===== config.mk =====
export PLATFORM = sky130hd
export DESIGN_NAME = multicycle_ctrl_fsm_flat
export DESIGN_NICKNAME = d
export VERILOG_FILES = /design/src/rtl/multicycle_ctrl_fsm_if.sv /design/src/rtl/multicycle_ctrl_fsm.sv /design/src/flat_wrapper.sv
export SDC_FILE = /design/constraint.sdc
export NUM_CORES = 1
export LEC_CHECK = 0
export BUFFER_PORTS_ARGS = -buffer_cell sky130_fd_sc_hd__buf_2
export CORE_ASPECT_RATIO = 1.5
export CORE_MARGIN = 8
export CORE_UTILIZATION = 50
export CTS_CLUSTER_DIAMETER = 30
export DETAILED_ROUTE_END_ITERATION = 12
export PLACE_DENSITY = 0.86
export SYNTH_ARGS = -nofsm -noshare
export SYNTH_HDL_FRONTEND = slang
export SYNTH_SLANG_ARGS = --single-unit

===== constraint.sdc =====
create_clock -name clk -period 2.6 [get_ports clk]
set_clock_uncertainty 0.15 [all_clocks]
set_input_delay 0.26 -clock clk [delete_from_list [all_inputs] [get_ports clk]]
set_output_delay 0.26 -clock clk [all_outputs]
set_load 0.01 [all_outputs]

===== src/rtl/multicycle_ctrl_fsm_if.sv =====
// Control/status bundle between the multi-cycle sequencer (master) and the CPU datapath (slave).
// The datapath supplies the opcode, ALU flags and memory ready; the sequencer returns per-cycle controls.
interface multicycle_ctrl_fsm_if;
    logic [3:0] opcode;
    logic       zero;
    logic       lt;
    logic       gt;
    logic       mem_ready;

    logic       pc_write;
    logic [1:0] pc_src;
    logic       iord;
    logic       mem_read;
    logic       mem_write;
    logic       ir_write;
    logic       reg_write;
    logic       reg_dst;
    logic       mem_to_reg;
    logic       alu_src_a;
    logic [1:0] alu_src_b;
    logic [2:0] alu_op;
    logic       instr_done;
    logic       illegal_op;
    logic       fault;

    modport master (
        input  opcode, zero, lt, gt, mem_ready,
        output pc_write, pc_src, iord, mem_read, mem_write, ir_write, reg_write,
               reg_dst, mem_to_reg, alu_src_a, alu_src_b, alu_op,
               instr_done, illegal_op, fault
    );

    modport slave (
        output opcode, zero, lt, gt, mem_ready,
        input  pc_write, pc_src, iord, mem_read, mem_write, ir_write, reg_write,
               reg_dst, mem_to_reg, alu_src_a, alu_src_b, alu_op,
               instr_done, illegal_op, fault
    );
endinterface


===== src/rtl/multicycle_ctrl_fsm.sv =====
// Multi-cycle FETCH/DECODE/EXEC/MEM/WB sequencer driving datapath controls; MULTICYCLE_PERF_EN adds perf counters.
// Latency: Moore controls valid in the cycle of each state; 3-5 cycles per instruction plus memory wait cycles.
// Backpressure: memory states hold on mem_ready=0; more than MEM_WAIT_MAX wait cycles locks into FAULT until reset.
module multicycle_ctrl_fsm #(
    parameter int MEM_WAIT_MAX = 15,
    parameter int CNT_W        = 4
) (
    input  logic                  clk,
    input  logic                  reset,
    multicycle_ctrl_fsm_if.master bus
`ifdef MULTICYCLE_PERF_EN
    ,
    output logic [15:0]           perf_instr,
    output logic [15:0]           perf_cycles
`endif
);

    typedef enum logic [3:0] {
        S_FETCH,
        S_DECODE,
        S_EXEC_R,
        S_EXEC_I,
        S_WB_R,
        S_WB_I,
        S_MEM_ADDR,
        S_MEM_RD,
        S_WB_MEM,
        S_MEM_WR,
        S_BRANCH,
        S_JUMP,
        S_FAULT
    } state_t;

    typedef struct packed {
        logic       pc_write;
        logic [1:0] pc_src;
        logic       iord;
        logic       mem_read;
        logic       mem_write;
        logic       ir_write;
        logic       reg_write;
        logic       reg_dst;
        logic       mem_to_reg;
        logic       alu_src_a;
        logic [1:0] alu_src_b;
        logic [2:0] alu_op;
        logic       instr_done;
        logic       illegal_op;
        logic       fault;
    } ctrl_t;

    localparam logic [CNT_W-1:0] WAIT_LIMIT = CNT_W'(MEM_WAIT_MAX);

    state_t           state_q, state_d;
    logic [CNT_W-1:0] wait_cnt_q, wait_cnt_d;
    ctrl_t            ctrl, ctrl_out;
    logic             in_mem;
    logic             mem_timeout;

    always_ff @(posedge clk) begin
        if (reset) begin
            state_q    <= S_FETCH;
            wait_cnt_q <= '0;
        end else begin
            state_q    <= state_d;
            wait_cnt_q <= wait_cnt_d;
        end
    end

    // A ready arriving in the limit cycle still completes the access.
    always_comb begin
        in_mem      = (state_q == S_FETCH) || (state_q == S_MEM_RD) || (state_q == S_MEM_WR);
        mem_timeout = in_mem && !bus.mem_ready && (MEM_WAIT_MAX != 0) && (wait_cnt_q == WAIT_LIMIT);
        wait_cnt_d  = '0;
        if (in_mem && !bus.mem_ready && !mem_timeout) begin
            wait_cnt_d = (wait_cnt_q == '1) ? wait_cnt_q : wait_cnt_q + 1'b1;
        end
    end

    always_comb begin
        state_d = state_q;
        ctrl    = '0;
        case (state_q)
            S_FETCH: begin
                ctrl.mem_read  = 1'b1;
                ctrl.alu_src_b = 2'b01;
                if (bus.mem_ready) begin
                    ctrl.ir_write = 1'b1;
                    ctrl.pc_write = 1'b1;
                    state_d       = S_DECODE;
                end else if (mem_timeout) begin
                    state_d = S_FAULT;
                end
            end
            S_DECODE: begin
                ctrl.alu_src_b = 2'b11;
                case (bus.opcode)
                    4'b0000:                            state_d = S_EXEC_R;
                    4'b0001, 4'b0010, 4'b0011, 4'b0100: state_d = S_EXEC_I;
                    4'b0111, 4'b1000:                   state_d = S_MEM_ADDR;
                    4'b1001, 4'b1010, 4'b1011, 4'b1100: state_d = S_BRANCH;
                    4'b1111:                            state_d = S_JUMP;
                    default: begin
                        ctrl.illegal_op = 1'b1;
                        ctrl.instr_done = 1'b1;
                        state_d         = S_FETCH;
                    end
                endcase
            end
            S_EXEC_R: begin
                ctrl.alu_src_a = 1'b1;
                ctrl.alu_op    = 3'b100;
                state_d        = S_WB_R;
            end
            S_EXEC_I: begin
                ctrl.alu_src_a = 1'b1;
                ctrl.alu_src_b = 2'b10;
                case (bus.opcode)
                    4'b0010: ctrl.alu_op = 3'b010;
                    4'b0011: ctrl.alu_op = 3'b011;
                    4'b0100: ctrl.alu_op = 3'b001;
                    default: ctrl.alu_op = 3'b000;
                endcase
                state_d = S_WB_I;
            end
            S_WB_R: begin
                ctrl.reg_write  = 1'b1;
                ctrl.reg_dst    = 1'b1;
                ctrl.instr_done = 1'b1;
                state_d         = S_FETCH;
            end
            S_WB_I: begin
                ctrl.reg_write  = 1'b1;
                ctrl.instr_done = 1'b1;
                state_d         = S_FETCH;
            end
            S_MEM_ADDR: begin
                ctrl.alu_src_a = 1'b1;
                ctrl.alu_src_b = 2'b10;
                state_d        = (bus.opcode == 4'b0111) ? S_MEM_RD : S_MEM_WR;
            end
            S_MEM_RD: begin
                ctrl.mem_read = 1'b1;
                ctrl.iord     = 1'b1;
                if (bus.mem_ready) begin
                    state_d = S_WB_MEM;
                end else if (mem_timeout) begin
                    state_d = S_FAULT;
                end
            end
            S_WB_MEM: begin
                ctrl.reg_write  = 1'b1;
                ctrl.mem_to_reg = 1'b1;
                ctrl.instr_done = 1'b1;
                state_d         = S_FETCH;
            end
            S_MEM_WR: begin
                ctrl.mem_write = 1'b1;
                ctrl.iord      = 1'b1;
                if (bus.mem_ready) begin
                    ctrl.instr_done = 1'b1;
                    state_d         = S_FETCH;
                end else if (mem_timeout) begin
                    state_d = S_FAULT;
                end
            end
            S_BRANCH: begin
                ctrl.alu_src_a  = 1'b1;
                ctrl.alu_op     = 3'b001;
                ctrl.pc_src     = 2'b01;
                ctrl.instr_done = 1'b1;
                ctrl.pc_write   = ((bus.opcode == 4'b1001) &&  bus.zero) ||
                                  ((bus.opcode == 4'b1010) && !bus.zero) ||
                                  ((bus.opcode == 4'b1011) &&  bus.lt)   ||
                                  ((bus.opcode == 4'b1100) &&  bus.gt);
                state_d         = S_FETCH;
            end
            S_JUMP: begin
                ctrl.pc_write   = 1'b1;
                ctrl.pc_src     = 2'b10;
                ctrl.instr_done = 1'b1;
                state_d         = S_FETCH;
            end
            S_FAULT: begin
                ctrl.fault = 1'b1;
            end
            default: begin
                state_d = S_FETCH;
            end
        endcase
    end

    // Forcing controls low during reset guarantees no partial write lands after an abandoned instruction.
    always_comb begin
        ctrl_out = reset ? '0 : ctrl;
    end

    assign bus.pc_write   = ctrl_out.pc_write;
    assign bus.pc_src     = ctrl_out.pc_src;
    assign bus.iord       = ctrl_out.iord;
    assign bus.mem_read   = ctrl_out.mem_read;
    assign bus.mem_write  = ctrl_out.mem_write;
    assign bus.ir_write   = ctrl_out.ir_write;
    assign bus.reg_write  = ctrl_out.reg_write;
    assign bus.reg_dst    = ctrl_out.reg_dst;
    assign bus.mem_to_reg = ctrl_out.mem_to_reg;
    assign bus.alu_src_a  = ctrl_out.alu_src_a;
    assign bus.alu_src_b  = ctrl_out.alu_src_b;
    assign bus.alu_op     = ctrl_out.alu_op;
    assign bus.instr_done = ctrl_out.instr_done;
    assign bus.illegal_op = ctrl_out.illegal_op;
    assign bus.fault      = ctrl_out.fault;

`ifdef MULTICYCLE_PERF_EN
    logic [15:0] perf_instr_q, perf_instr_d;
    logic [15:0] perf_cycles_q, perf_cycles_d;

    always_comb begin
        perf_instr_d  = perf_instr_q + {15'd0, ctrl.instr_done};
        perf_cycles_d = (state_q != S_FAULT) ? perf_cycles_q + 16'd1 : perf_cycles_q;
    end

    always_ff @(posedge clk) begin
        if (reset) begin
            perf_instr_q  <= '0;
            perf_cycles_q <= '0;
        end else begin
            perf_instr_q  <= perf_instr_d;
            perf_cycles_q <= perf_cycles_d;
        end
    end

    assign perf_instr  = reset ? 16'd0 : perf_instr_q;
    assign perf_cycles = reset ? 16'd0 : perf_cycles_q;
`endif

endmodule


===== src/flat_wrapper.sv =====
// flat-port wrapper written by rule: the top's interface ports become plain ports
module multicycle_ctrl_fsm_flat 
#(
    parameter int MEM_WAIT_MAX = 15,
    parameter int CNT_W        = 4
)
  (clk, reset, bus_opcode, bus_zero, bus_lt, bus_gt, bus_mem_ready, bus_pc_write, bus_pc_src, bus_iord, bus_mem_read, bus_mem_write, bus_ir_write, bus_reg_write, bus_reg_dst, bus_mem_to_reg, bus_alu_src_a, bus_alu_src_b, bus_alu_op, bus_instr_done, bus_illegal_op, bus_fault);
  multicycle_ctrl_fsm_if bus_i ();
  input  logic clk;
  input  logic reset;
  input wire logic [$bits(bus_i.opcode)-1:0] bus_opcode;
  input wire logic [$bits(bus_i.zero)-1:0] bus_zero;
  input wire logic [$bits(bus_i.lt)-1:0] bus_lt;
  input wire logic [$bits(bus_i.gt)-1:0] bus_gt;
  input wire logic [$bits(bus_i.mem_ready)-1:0] bus_mem_ready;
  output wire logic [$bits(bus_i.pc_write)-1:0] bus_pc_write;
  output wire logic [$bits(bus_i.pc_src)-1:0] bus_pc_src;
  output wire logic [$bits(bus_i.iord)-1:0] bus_iord;
  output wire logic [$bits(bus_i.mem_read)-1:0] bus_mem_read;
  output wire logic [$bits(bus_i.mem_write)-1:0] bus_mem_write;
  output wire logic [$bits(bus_i.ir_write)-1:0] bus_ir_write;
  output wire logic [$bits(bus_i.reg_write)-1:0] bus_reg_write;
  output wire logic [$bits(bus_i.reg_dst)-1:0] bus_reg_dst;
  output wire logic [$bits(bus_i.mem_to_reg)-1:0] bus_mem_to_reg;
  output wire logic [$bits(bus_i.alu_src_a)-1:0] bus_alu_src_a;
  output wire logic [$bits(bus_i.alu_src_b)-1:0] bus_alu_src_b;
  output wire logic [$bits(bus_i.alu_op)-1:0] bus_alu_op;
  output wire logic [$bits(bus_i.instr_done)-1:0] bus_instr_done;
  output wire logic [$bits(bus_i.illegal_op)-1:0] bus_illegal_op;
  output wire logic [$bits(bus_i.fault)-1:0] bus_fault;
  assign bus_i.opcode = bus_opcode;
  assign bus_i.zero = bus_zero;
  assign bus_i.lt = bus_lt;
  assign bus_i.gt = bus_gt;
  assign bus_i.mem_ready = bus_mem_ready;
  assign bus_pc_write = bus_i.pc_write;
  assign bus_pc_src = bus_i.pc_src;
  assign bus_iord = bus_i.iord;
  assign bus_mem_read = bus_i.mem_read;
  assign bus_mem_write = bus_i.mem_write;
  assign bus_ir_write = bus_i.ir_write;
  assign bus_reg_write = bus_i.reg_write;
  assign bus_reg_dst = bus_i.reg_dst;
  assign bus_mem_to_reg = bus_i.mem_to_reg;
  assign bus_alu_src_a = bus_i.alu_src_a;
  assign bus_alu_src_b = bus_i.alu_src_b;
  assign bus_alu_op = bus_i.alu_op;
  assign bus_instr_done = bus_i.instr_done;
  assign bus_illegal_op = bus_i.illegal_op;
  assign bus_fault = bus_i.fault;
  multicycle_ctrl_fsm #(.MEM_WAIT_MAX(MEM_WAIT_MAX), .CNT_W(CNT_W)) u_core (.clk(clk), .reset(reset), .bus(bus_i));
endmodule

==> impl_metrics.yaml <==
power:
  power_per_cell_area_nw_per_um2: 377
  power.total_mw: 0.433
  clockPowerShare: 0.198
  power.switching_mw: 0.166
  swShare: 0.383
  intPower_mw: 0.267
  comb_power_share: 0.434
  power_frac_seq: 0.368
  leakage_nw: 0.461
  peakVddDrop_uv: 303
clock_network:
  cts-root-buf: "clkbuf_4"
  path_clk_slew_ns: 0.05
  numClockSinks: 8
  post_cts_buffers: 0
  cts_max_level: 1
  cts_tree: "built"
  ctsHoldBuffers: 0
  numCtsBuffers: 3
  clk_latency_ns: 0.24
  clock_path_buffers: 2
  ctsResizeCount: 0
final_layout:
  fillers: 186
  diodes: 0
  area_growth_pct: 9.94
  final_cell_mix: "28 x buf_2, 12 x nor2_1, 8 x nor3_1, 8 x dfxtp_1, 7 x nand2_1"
  final_area_um2: 1150
  drive_above_1_share: 0.276
  finalNonFillerCells: 178
  final_common_cell: "buf_2"
  finalNetCount: 169
  fin_util: 0.574
route:
  drtAntennaViolNets: 0
  vias: 1115
  routedWlPerCell_um: 14.8
  drc: 0
  dr.pass1.iters: 4
  wl_mm: 2.63
  viasPerCell: 6.26
  drtIter0Drc: 33
critical_path:
  critPathKind: "flop to output port"
  critPathCaptureType: "output port"
  crit_start: "u_core.state_q[3]"
  critPathArrivalTime_ns: 1.90
  cp_max_fo: 23
  startpoint_type: "flop"
  crit_path_max_incr_delay_ns: 0.78
  crit_buf_inv: 1
  r2r-end: "u_core.state_q[3]"
  critPathTopFamily: "flip-flops"
  path_cells: "nor2b_1, o21ai_0, o21a_1, o21bai_1, buf_2"
  slowest_stage: "dfxtp_1"
  r2r_start: "u_core.state_q[2]"
  rrSetupSlack_ns: 0.65
  ff2ff_path_depth: 4
  crit_required_ns: 2.19
timing:
  fin_setup_tns_ns: 0
  maxSlewHeadroom: 0.448
  finalSetupViolations: 0
  clock.fmax_mhz: 432
  tightestPinTransition_ns: 0.827
  fin_ws_ns: 0.287
  post-route-period-util: 0.890
  final-hold-violation-count: 0
  finalCriticalPeriod_ns: 2.31
  rsz0062_at_grt: "no"
  drv_slew: 0
  hold_slack_ns: 0.273
floorplan:
  design.die.area_um2: 3840
  fp.coreArea_um2: 2000
  chipWidth_um: 53.3
  start_util: 0.522
  io-pin-count: 29
  die_h_um: 72.0
  rows: 20
placed_design:
  gp_congestion: 0.864
  dpl_cell_area_um2: 1130
  dp_slack_ns: 0.582
  io_buffers: 28
  hpwlAfterDp_mm: 2.05
  placed_cells: 175
synthesis:
  synth_cell_types: 55
  syn_inst: 138
  synth_enable_flop_cells: 0
  synth_area_leader_cell: "dfxtp_1"
  synthArstFlopShare: 0
  seq_area_frac_synth: 0.153
  ys_ff_latch: 8
  synth_area_um2: 1040
  syn_avg_cell_area_um2: 7.57
  synthFlopType: "dfxtp_1"
  yosysWarnings: 0
  ys_top_cells_by_area: "dfxtp_1 15%, nor2_1 4.3%, nor3_1 3.8%"
  yosysTopAreaCellShare: 0.153
  syn_nets: 149
run:
  max_cap_violations: 0
min_path:
  hold_end: "u_core.wait_cnt_q[2]"
  hold_start: "bus_mem_ready"
  worst_hold_path_type: "input pin to flop"
  min_path_cells: 4
global_route:
  antenna_found_initial: 0
  grt_usage: 0.137
  grt_pass1_vias: 1029
  overflow: 0
  grt_pass1_wl_mm: 4.38
  grt_max_degree: 28
outcome:
  status: "completed"
-- worst max path at each step --
stage	to	slack [ns]	cells past startpoint
floorplan	bus_instr_done	0.95	4
global placement	bus_instr_done	0.65	5
detailed placement	bus_instr_done	0.58	5
CTS	bus_instr_done	0.30	5
global route	bus_instr_done	0.11	5
finish	bus_instr_done	0.29	5
-- layer usage --
metal	track usage	wire (µm)
met5	0	0
met4	0.0563	47
met3	0.0204	184
met2	0.230	1330
met1	0.163	1070
-- flip-flops by register name, summed over array words and instances, names as in the netlist --
signal / count
u_core.state_q: 4
u_core.wait_cnt_q: 4
-- cell usage after synthesis (5+ instances only) --
library cell / n
nand3_1: 5
nand2_1: 7
dfxtp_1: 8
nand2b_1: 6
nor2b_1: 5
a21oi_1: 5
nor3_1: 8
nor2_1: 12
-- worst reg2reg max path: cells and delay by family, from the launching register on --
kind	cells	cell delay (ns)
mux	1	0.10
compound gates	2	0.34
flops	1	0.86
simple gates	1	0.43
-- area by class of cell --
class	count	area (µm²)	area share
repair buffers	29	148	0.129
clock buffers	3	22.5	0.0196
well taps	22	27.5	0.0240
multi-input cells	113	779	0.679
inverters	3	11.3	0.00980
flip-flops and latches	8	160	0.139
-- kinds of logic (layout without fill, tap and decap cells) --
logic type / count (synthesis) / count (layout) / synth area share
multiplexers: 3 / 3 / 0.0311
XOR/XNOR: 3 / 3 / 0.0252
flip-flops: 8 / 8 / 0.153
AND/OR/NAND/NOR: 69 / 69 / 0.410
buffers and inverters: 17 / 35 / 0.101
adder cells (fa/ha/maj): 1 / 1 / 0.0120
AO/OA/AOI/OAI: 37 / 37 / 0.268
-- power groups by stage --
stage	Sequential (mW)	Combinational, mW	Clock [mW]
floorplan	0.142	0.167	0
global placement	0.159	0.180	0
detailed placement	0.161	0.187	0
CTS	0.158	0.187	0.0917
global route	0.162	0.206	0.0989
finish	0.159	0.188	0.0859
No activity file was read; power rests on OpenSTA's default activity.
